===== config.mk =====
export PLATFORM = sky130hd
export DESIGN_NAME = latch_seq_ctrl_flat
export DESIGN_NICKNAME = d
export VERILOG_FILES = /design/src/rtl/latch_seq_pkg.sv /design/src/rtl/latch_seq_ctrl_if.sv /design/src/rtl/phase_cnt.sv /design/src/rtl/latch_seq_ctrl.sv /design/src/flat_wrapper.sv
export SDC_FILE = /design/constraint.sdc
export NUM_CORES = 1
export LEC_CHECK = 0
export CORE_UTILIZATION = 38
export CTS_CLUSTER_DIAMETER = 120
export DETAILED_ROUTE_END_ITERATION = 7
export GPL_TIMING_DRIVEN = 0
export PLACE_DENSITY = 0.76
export SLEW_MARGIN = 10
export SYNTH_ARGS = -nofsm -noshare
export SYNTH_HDL_FRONTEND = slang
export SYNTH_HIERARCHICAL = 1
export SYNTH_SLANG_ARGS = --single-unit

===== constraint.sdc =====
create_clock -name clk -period 1.5 [get_ports clk]
set_input_delay 0.225 -clock clk [delete_from_list [all_inputs] [get_ports clk]]
set_output_delay 0.225 -clock clk [all_outputs]
set_load 0.005 [all_outputs]

===== src/rtl/latch_seq_pkg.sv =====
// latch_seq_pkg
//   Shared types and constants for the latch sequencing controller.
//   - state_t        : controller FSM state encoding
//   - DEF_*          : default data width and phase lengths
//   - max3()         : largest of three phase lengths (sizes the phase counter)
package latch_seq_pkg;

  typedef enum logic [2:0] {
    IDLE  = 3'd0,
    SETUP = 3'd1,
    GATE  = 3'd2,
    HOLD  = 3'd3,
    CLEAR = 3'd4
  } state_t;

  localparam int DEF_WIDTH     = 8;
  localparam int DEF_SETUP_CYC = 1;
  localparam int DEF_GATE_CYC  = 2;
  localparam int DEF_HOLD_CYC  = 1;

  function automatic int max3(input int a, input int b, input int c);
    int m;
    m = a;
    if (b > m) m = b;
    if (c > m) m = c;
    return m;
  endfunction

endpackage


===== src/rtl/latch_seq_ctrl_if.sv =====
// latch_seq_ctrl_if
//   Groups the upstream handshake and the latch-bank drive signals.
//   Upstream side : in_valid, in_data, in_ready, clr_req
//   Latch side    : lat_d, lat_g, lat_clr
//   Status        : busy, done
//   modport slave  - the controller
//   modport master - the upstream agent / observer
interface latch_seq_ctrl_if
  import latch_seq_pkg::*;
#(
  parameter int WIDTH = DEF_WIDTH
);

  logic             in_valid;
  logic [WIDTH-1:0] in_data;
  logic             in_ready;
  logic             clr_req;
  logic [WIDTH-1:0] lat_d;
  logic             lat_g;
  logic             lat_clr;
  logic             busy;
  logic             done;

  modport slave (
    input  in_valid, in_data, clr_req,
    output in_ready, lat_d, lat_g, lat_clr, busy, done
  );

  modport master (
    output in_valid, in_data, clr_req,
    input  in_ready, lat_d, lat_g, lat_clr, busy, done
  );

endinterface


===== src/rtl/phase_cnt.sv =====
// phase_cnt
//   Loadable down counter that saturates at zero.
//   clk, rst_n : clock, asynchronous active-low reset
//   load       : load load_val this edge (takes priority over counting)
//   load_val   : value loaded on entry to a phase (phase length - 1)
//   zero       : counter is at zero, i.e. the current cycle is the last of its phase
module phase_cnt #(
  parameter int CNT_W = 2
) (
  input  logic             clk,
  input  logic             rst_n,
  input  logic             load,
  input  logic [CNT_W-1:0] load_val,
  output logic             zero
);

  logic [CNT_W-1:0] cnt_reg;

  always_ff @(posedge clk or negedge rst_n) begin
    if (!rst_n) begin
      cnt_reg <= '0;
    end else if (load) begin
      cnt_reg <= load_val;
    end else if (cnt_reg != '0) begin
      cnt_reg <= cnt_reg - CNT_W'(1);
    end
  end

  assign zero = (cnt_reg == '0);

endmodule


===== src/rtl/latch_seq_ctrl.sv =====
// latch_seq_ctrl
//   Sequences writes into a bank of level-sensitive latches: after a word is
//   accepted, lat_d is stable for SETUP_CYC cycles, lat_g is high for GATE_CYC
//   cycles, and lat_d is held HOLD_CYC more cycles before done pulses.
//   A clear request drives one CLEAR cycle (lat_clr=1, lat_d=0); if it arrives
//   mid-write it is remembered and runs straight after the write finishes.
//   clk   : clock, rising edge
//   rst_n : asynchronous active-low reset
//   bus   : latch_seq_ctrl_if.slave (handshake, latch drive, status)
module latch_seq_ctrl
  import latch_seq_pkg::*;
#(
  parameter int WIDTH     = DEF_WIDTH,
  parameter int SETUP_CYC = DEF_SETUP_CYC,
  parameter int GATE_CYC  = DEF_GATE_CYC,
  parameter int HOLD_CYC  = DEF_HOLD_CYC
) (
  input  logic             clk,
  input  logic             rst_n,
  latch_seq_ctrl_if.slave  bus
);

  localparam int MAX_PHASE = max3(SETUP_CYC, GATE_CYC, HOLD_CYC);
  localparam int CNT_W     = $clog2(MAX_PHASE) + 1;

  // A zero-length phase would make the latch timing meaningless.
  genvar gi;
  generate
    for (gi = 0; gi < 3; gi++) begin : g_phase_chk
      localparam int LEN = (gi == 0) ? SETUP_CYC : ((gi == 1) ? GATE_CYC : HOLD_CYC);
      if (LEN < 1) begin : g_bad_len
        $error("latch_seq_ctrl: every phase length must be at least 1");
      end
    end
  endgenerate

  state_t           state_reg, state_next;
  logic [WIDTH-1:0] lat_d_reg, lat_d_next;
  logic             lat_g_reg;
  logic             lat_clr_reg;
  logic             done_reg;
  logic             clr_pend_reg, clr_pend_next;
  logic             in_ready;
  logic             accept;
  logic             cnt_load;
  logic [CNT_W-1:0] cnt_load_val;
  logic             cnt_zero;

  assign in_ready = (state_reg == IDLE) && !bus.clr_req && !clr_pend_reg;
  assign accept   = bus.in_valid && in_ready;

  // Phase counter: reloaded on every state change with (length - 1); the
  // zero flag marks the final cycle of the current phase.
  phase_cnt #(
    .CNT_W (CNT_W)
  ) u_phase_cnt (
    .clk      (clk),
    .rst_n    (rst_n),
    .load     (cnt_load),
    .load_val (cnt_load_val),
    .zero     (cnt_zero)
  );

  // State register
  always_ff @(posedge clk or negedge rst_n) begin
    if (!rst_n) begin
      state_reg <= IDLE;
    end else begin
      state_reg <= state_next;
    end
  end

  // Next state, counter load, pending clear and data path
  always_comb begin
    state_next    = state_reg;
    clr_pend_next = clr_pend_reg;
    lat_d_next    = lat_d_reg;
    cnt_load_val  = '0;

    unique case (state_reg)
      IDLE: begin
        // A clear (fresh or pending) always beats a write.
        if (bus.clr_req || clr_pend_reg) begin
          state_next = CLEAR;
        end else if (accept) begin
          state_next = SETUP;
        end
      end
      SETUP: if (cnt_zero) state_next = GATE;
      GATE:  if (cnt_zero) state_next = HOLD;
      HOLD:  if (cnt_zero) state_next = IDLE;
      CLEAR: state_next = IDLE;
      default: state_next = IDLE;
    endcase

    cnt_load = (state_next != state_reg);
    unique case (state_next)
      SETUP:   cnt_load_val = CNT_W'(SETUP_CYC - 1);
      GATE:    cnt_load_val = CNT_W'(GATE_CYC - 1);
      HOLD:    cnt_load_val = CNT_W'(HOLD_CYC - 1);
      default: cnt_load_val = '0;
    endcase

    // Clears requested during a write are merged into one pending flag,
    // released when CLEAR is entered. Requests during CLEAR are absorbed.
    if (state_next == CLEAR) begin
      clr_pend_next = 1'b0;
    end else if (bus.clr_req && (state_reg inside {SETUP, GATE, HOLD})) begin
      clr_pend_next = 1'b1;
    end

    if (state_next == CLEAR) begin
      lat_d_next = '0;
    end else if (accept) begin
      lat_d_next = bus.in_data;
    end
  end

  // Registered outputs and pending flag
  always_ff @(posedge clk or negedge rst_n) begin
    if (!rst_n) begin
      lat_d_reg    <= '0;
      lat_g_reg    <= 1'b0;
      lat_clr_reg  <= 1'b0;
      done_reg     <= 1'b0;
      clr_pend_reg <= 1'b0;
    end else begin
      lat_d_reg    <= lat_d_next;
      lat_g_reg    <= (state_next == GATE);
      lat_clr_reg  <= (state_next == CLEAR);
      done_reg     <= (state_reg == HOLD) && (state_next == IDLE);
      clr_pend_reg <= clr_pend_next;
    end
  end

  assign bus.in_ready = in_ready;
  assign bus.lat_d    = lat_d_reg;
  assign bus.lat_g    = lat_g_reg;
  assign bus.lat_clr  = lat_clr_reg;
  assign bus.busy     = (state_reg != IDLE);
  assign bus.done     = done_reg;

endmodule


===== src/flat_wrapper.sv =====
// flat-port wrapper written by rule: the top's interface ports become plain ports
module latch_seq_ctrl_flat import latch_seq_pkg::*;
#(
  parameter int WIDTH     = DEF_WIDTH,
  parameter int SETUP_CYC = DEF_SETUP_CYC,
  parameter int GATE_CYC  = DEF_GATE_CYC,
  parameter int HOLD_CYC  = DEF_HOLD_CYC
)
  (clk, rst_n, bus_in_valid, bus_in_data, bus_clr_req, bus_in_ready, bus_lat_d, bus_lat_g, bus_lat_clr, bus_busy, bus_done);
  latch_seq_ctrl_if #(.WIDTH(WIDTH)) bus_i ();
  input  logic clk;
  input  logic rst_n;
  input wire logic [$bits(bus_i.in_valid)-1:0] bus_in_valid;
  input wire logic [$bits(bus_i.in_data)-1:0] bus_in_data;
  input wire logic [$bits(bus_i.clr_req)-1:0] bus_clr_req;
  output wire logic [$bits(bus_i.in_ready)-1:0] bus_in_ready;
  output wire logic [$bits(bus_i.lat_d)-1:0] bus_lat_d;
  output wire logic [$bits(bus_i.lat_g)-1:0] bus_lat_g;
  output wire logic [$bits(bus_i.lat_clr)-1:0] bus_lat_clr;
  output wire logic [$bits(bus_i.busy)-1:0] bus_busy;
  output wire logic [$bits(bus_i.done)-1:0] bus_done;
  assign bus_i.in_valid = bus_in_valid;
  assign bus_i.in_data = bus_in_data;
  assign bus_i.clr_req = bus_clr_req;
  assign bus_in_ready = bus_i.in_ready;
  assign bus_lat_d = bus_i.lat_d;
  assign bus_lat_g = bus_i.lat_g;
  assign bus_lat_clr = bus_i.lat_clr;
  assign bus_busy = bus_i.busy;
  assign bus_done = bus_i.done;
  latch_seq_ctrl #(.WIDTH(WIDTH), .SETUP_CYC(SETUP_CYC), .GATE_CYC(GATE_CYC), .HOLD_CYC(HOLD_CYC)) u_core (.clk(clk), .rst_n(rst_n), .bus(bus_i));
endmodule

==> impl_metrics.toml <==
[outcome]
status = "finished clean"

[power_and_ir_drop]
p_leak_nw = 0.5041
vdd_drop_max_v = 0.001080
power.density_nw_per_um2 = 1873

[final_layout]
final_common_cell = "clkdlybuf4s50_1"
diodes = 0
final_area_um2 = 1110
fin_util = 0.6291
fill_cells = 148
layout.nets = 111
largest_reg_flops = 8
final_cell_mix = "clkdlybuf4s50_1 (22), dfrtp_1 (14), nor2_1 (8), a22o_2 (8), buf_4 (7)"
syn2layout_area_growth_pct = 53.46
instances_no_fill = 122
drive_gt1_frac = 0.3196

[floorplanning]
rows = 15
io_pins = 25
coreArea_um2 = 1764
die_w_um = 45.63
start_util = 0.4099
die-area_um2 = 2082
die_y_um = 45.63

[yosys]
syn_avg_cell_area_um2 = 11.66
netlist_area_um2 = 723.2
postSynthCellCount = 62
synth-seq-cells = 17
yosys_warnings = 6
syn_nets = 75
synth.distinct_cells = 23
seq_area_frac_synth = 0.5882

[setup_path]
cp-end-kind = "output pin"
critical_path_buf_inv_count = 2
path_class = "reg2out"
cp_data_arrival_time_ns = 1.24
worst_setup_path_start_kind = "flip-flop"
crit_chain = "nor3_4 > inv_2 > nor3_2 > buf_2"
crit_path_top_delay_cell = "dfrtp_2"
cp_data_required_time_ns = 1.27
path_delay_family = "flip-flops"
cpPeakStageDelay_ns = 0.44
cp_max_fo = 4

[clocking]
cts_max_level = 1
cts.clk_slew.worst_paths_ns = 0.09
cts_tree = "built"
clock_sinks = 17
cts.path.max_buffers = 2
worstSkewPairLatency_ns = 0.29
numCtsBuffers = 3
root_buffer = "clkbuf_4"

[placement]
gp_congestion = 0.6989
preCtsSetupSlack_ns = -0.4316
dp_cells = 111
port_buffers = 24
dp_hpwl_um = 918.7
place_area_um2 = 994.7

[timing]
finalHoldViolCount = 0
rsz0062_at_grt = "true"
hold_ws_ns = 0.3610
worst_pin_slew_ns = 0.7276
slew_headroom = 0.5134
fmax_ghz = 0.6827
setup_viol = 0
fin_crit_sh = 0.9766
maxSlewViolCount = 0
setup_ws_ns = 0.03512
layout_min_cycle_time_ns = 1.465
finalClockSkew_ns = 0.004031

[grt]
grt_pass1_vias = 514
gr-usage-all-layers = 0.1579
grt_pass1_wl_mm = 2.263
grt_overflow = 0
antenna_found_initial = 0
grt_max_degree = 18

[drt]
route.detailed.drc = 0
wl_per_cell_um = 12.30
final_antenna_net_count = 0
viasPerCell = 4.844
totalWireLength_mm = 1.500
num_vias = 591
firstDrtPassIters = 4
drt_iter0_markers = 9

[worst_hold_path]
worstHoldPathType = "in2async"

[flow_run]
maxCapViolCount = 0
-- cell usage after synthesis (all sizes together) --
library cell  number  area share
nor3b              1       0.010
o22a               1       0.012
o21a               1       0.010
xor2               2       0.024
and2               1      0.0087
conb               1      0.0052
o21ai              2       0.014
clkbuf             1      0.0069
nand2              2       0.010
o311ai             1       0.012
a22o               8        0.11
dfrtp             17        0.59
nor3               3       0.028
and3               1      0.0087
a21oi              2       0.014
nand2b             1      0.0087
o31a               1       0.012
inv                4       0.021
ha                 1       0.017
buf                1       0.016
nor2               8       0.042
or2b               2       0.021
-- logic make-up (layout without fill, tap and decap cells) --
logic type / count (synthesis) / in the layout / synth area share
DFF: 17 / 17 / 0.5882
xor gates and xnor gates: 2 / 2 / 0.02423
AOI/OAI and AO/OA: 16 / 16 / 0.1851
and+or+nand+nor: 19 / 19 / 0.1367
adders and majority gates: 1 / 1 / 0.01730
buffers and inverters: 6 / 41 / 0.04324
other: 1 / 1 / 0.005185
-- per-layer routing --
layer	GRT usage	share of wire	up-vias
met5	0	0	-
met4	0.05455	0.019	0
met3	0.05952	0.048	2
met2	0.2600	0.52	17
met1	0.1877	0.41	287
li1	-	-	285
-- power breakdown --
part / internal (mW) / leakage [nW] / total [mW] / switching [mW]
logic: 0.635 / 0.266 / 1.09 / 0.455
clock network: 0.0991 / 0.0177 / 0.234 / 0.135
registers: 0.638 / 0.220 / 0.754 / 0.117
total: 1.37 / 0.504 / 2.08 / 0.707
-- repair_timing --
item	CTS	global route
setup buffers	3	4
pin swaps	1	1
cloned	0	0
resized for setup	14	5
endpoints found under the setup margin	3	3
hold buffers	0	0
-- cell type report --
type / instances / area (µm²) / share of cell area
multi-input combinational: 39 / 307.8 / 0.2773
sequential: 17 / 429.2 / 0.3867
timing repair buffer: 31 / 282.8 / 0.2548
inverter: 4 / 15.01 / 0.01353
tap: 25 / 31.28 / 0.02819
clock buffer: 3 / 22.52 / 0.02029
buffer: 2 / 16.27 / 0.01466
clock inverter: 1 / 5.005 / 0.004510
-- stage by stage --
| step | total power, mW | TNS, ns |
|---|---|---|
| finish | 2.079 | 0 |
| global route | 2.250 | -0.06161 |
| CTS | 1.959 | 0 |
| detailed placement | 1.602 | -1.135 |
| global placement | 1.588 | -1.001 |
| floorplan | 1.220 | 0 |
-- final timing paths --
kind / cells after the start / slack [ns] / start / to
setup / recovery: 4 / 0.04 / u_core/state_reg[2] / bus_in_ready
hold / removal: 1 / 0.36 / rst_n / u_core/bus.lat_d[3]
setup reg to reg: 4 / 0.07 / u_core/state_reg[1] / u_core/u_phase_cnt/cnt_reg[1]
hold reg to reg: 1 / 0.50 / u_core/bus.lat_d[0] / u_core/bus.lat_d[0]
max in group asynchronous: 1 / 0.63 / rst_n / u_core/state_reg[2]
min in group clk: 1 / 0.50 / u_core/bus.lat_d[0] / u_core/bus.lat_d[0]
No activity file was read; power rests on OpenSTA's default activity.
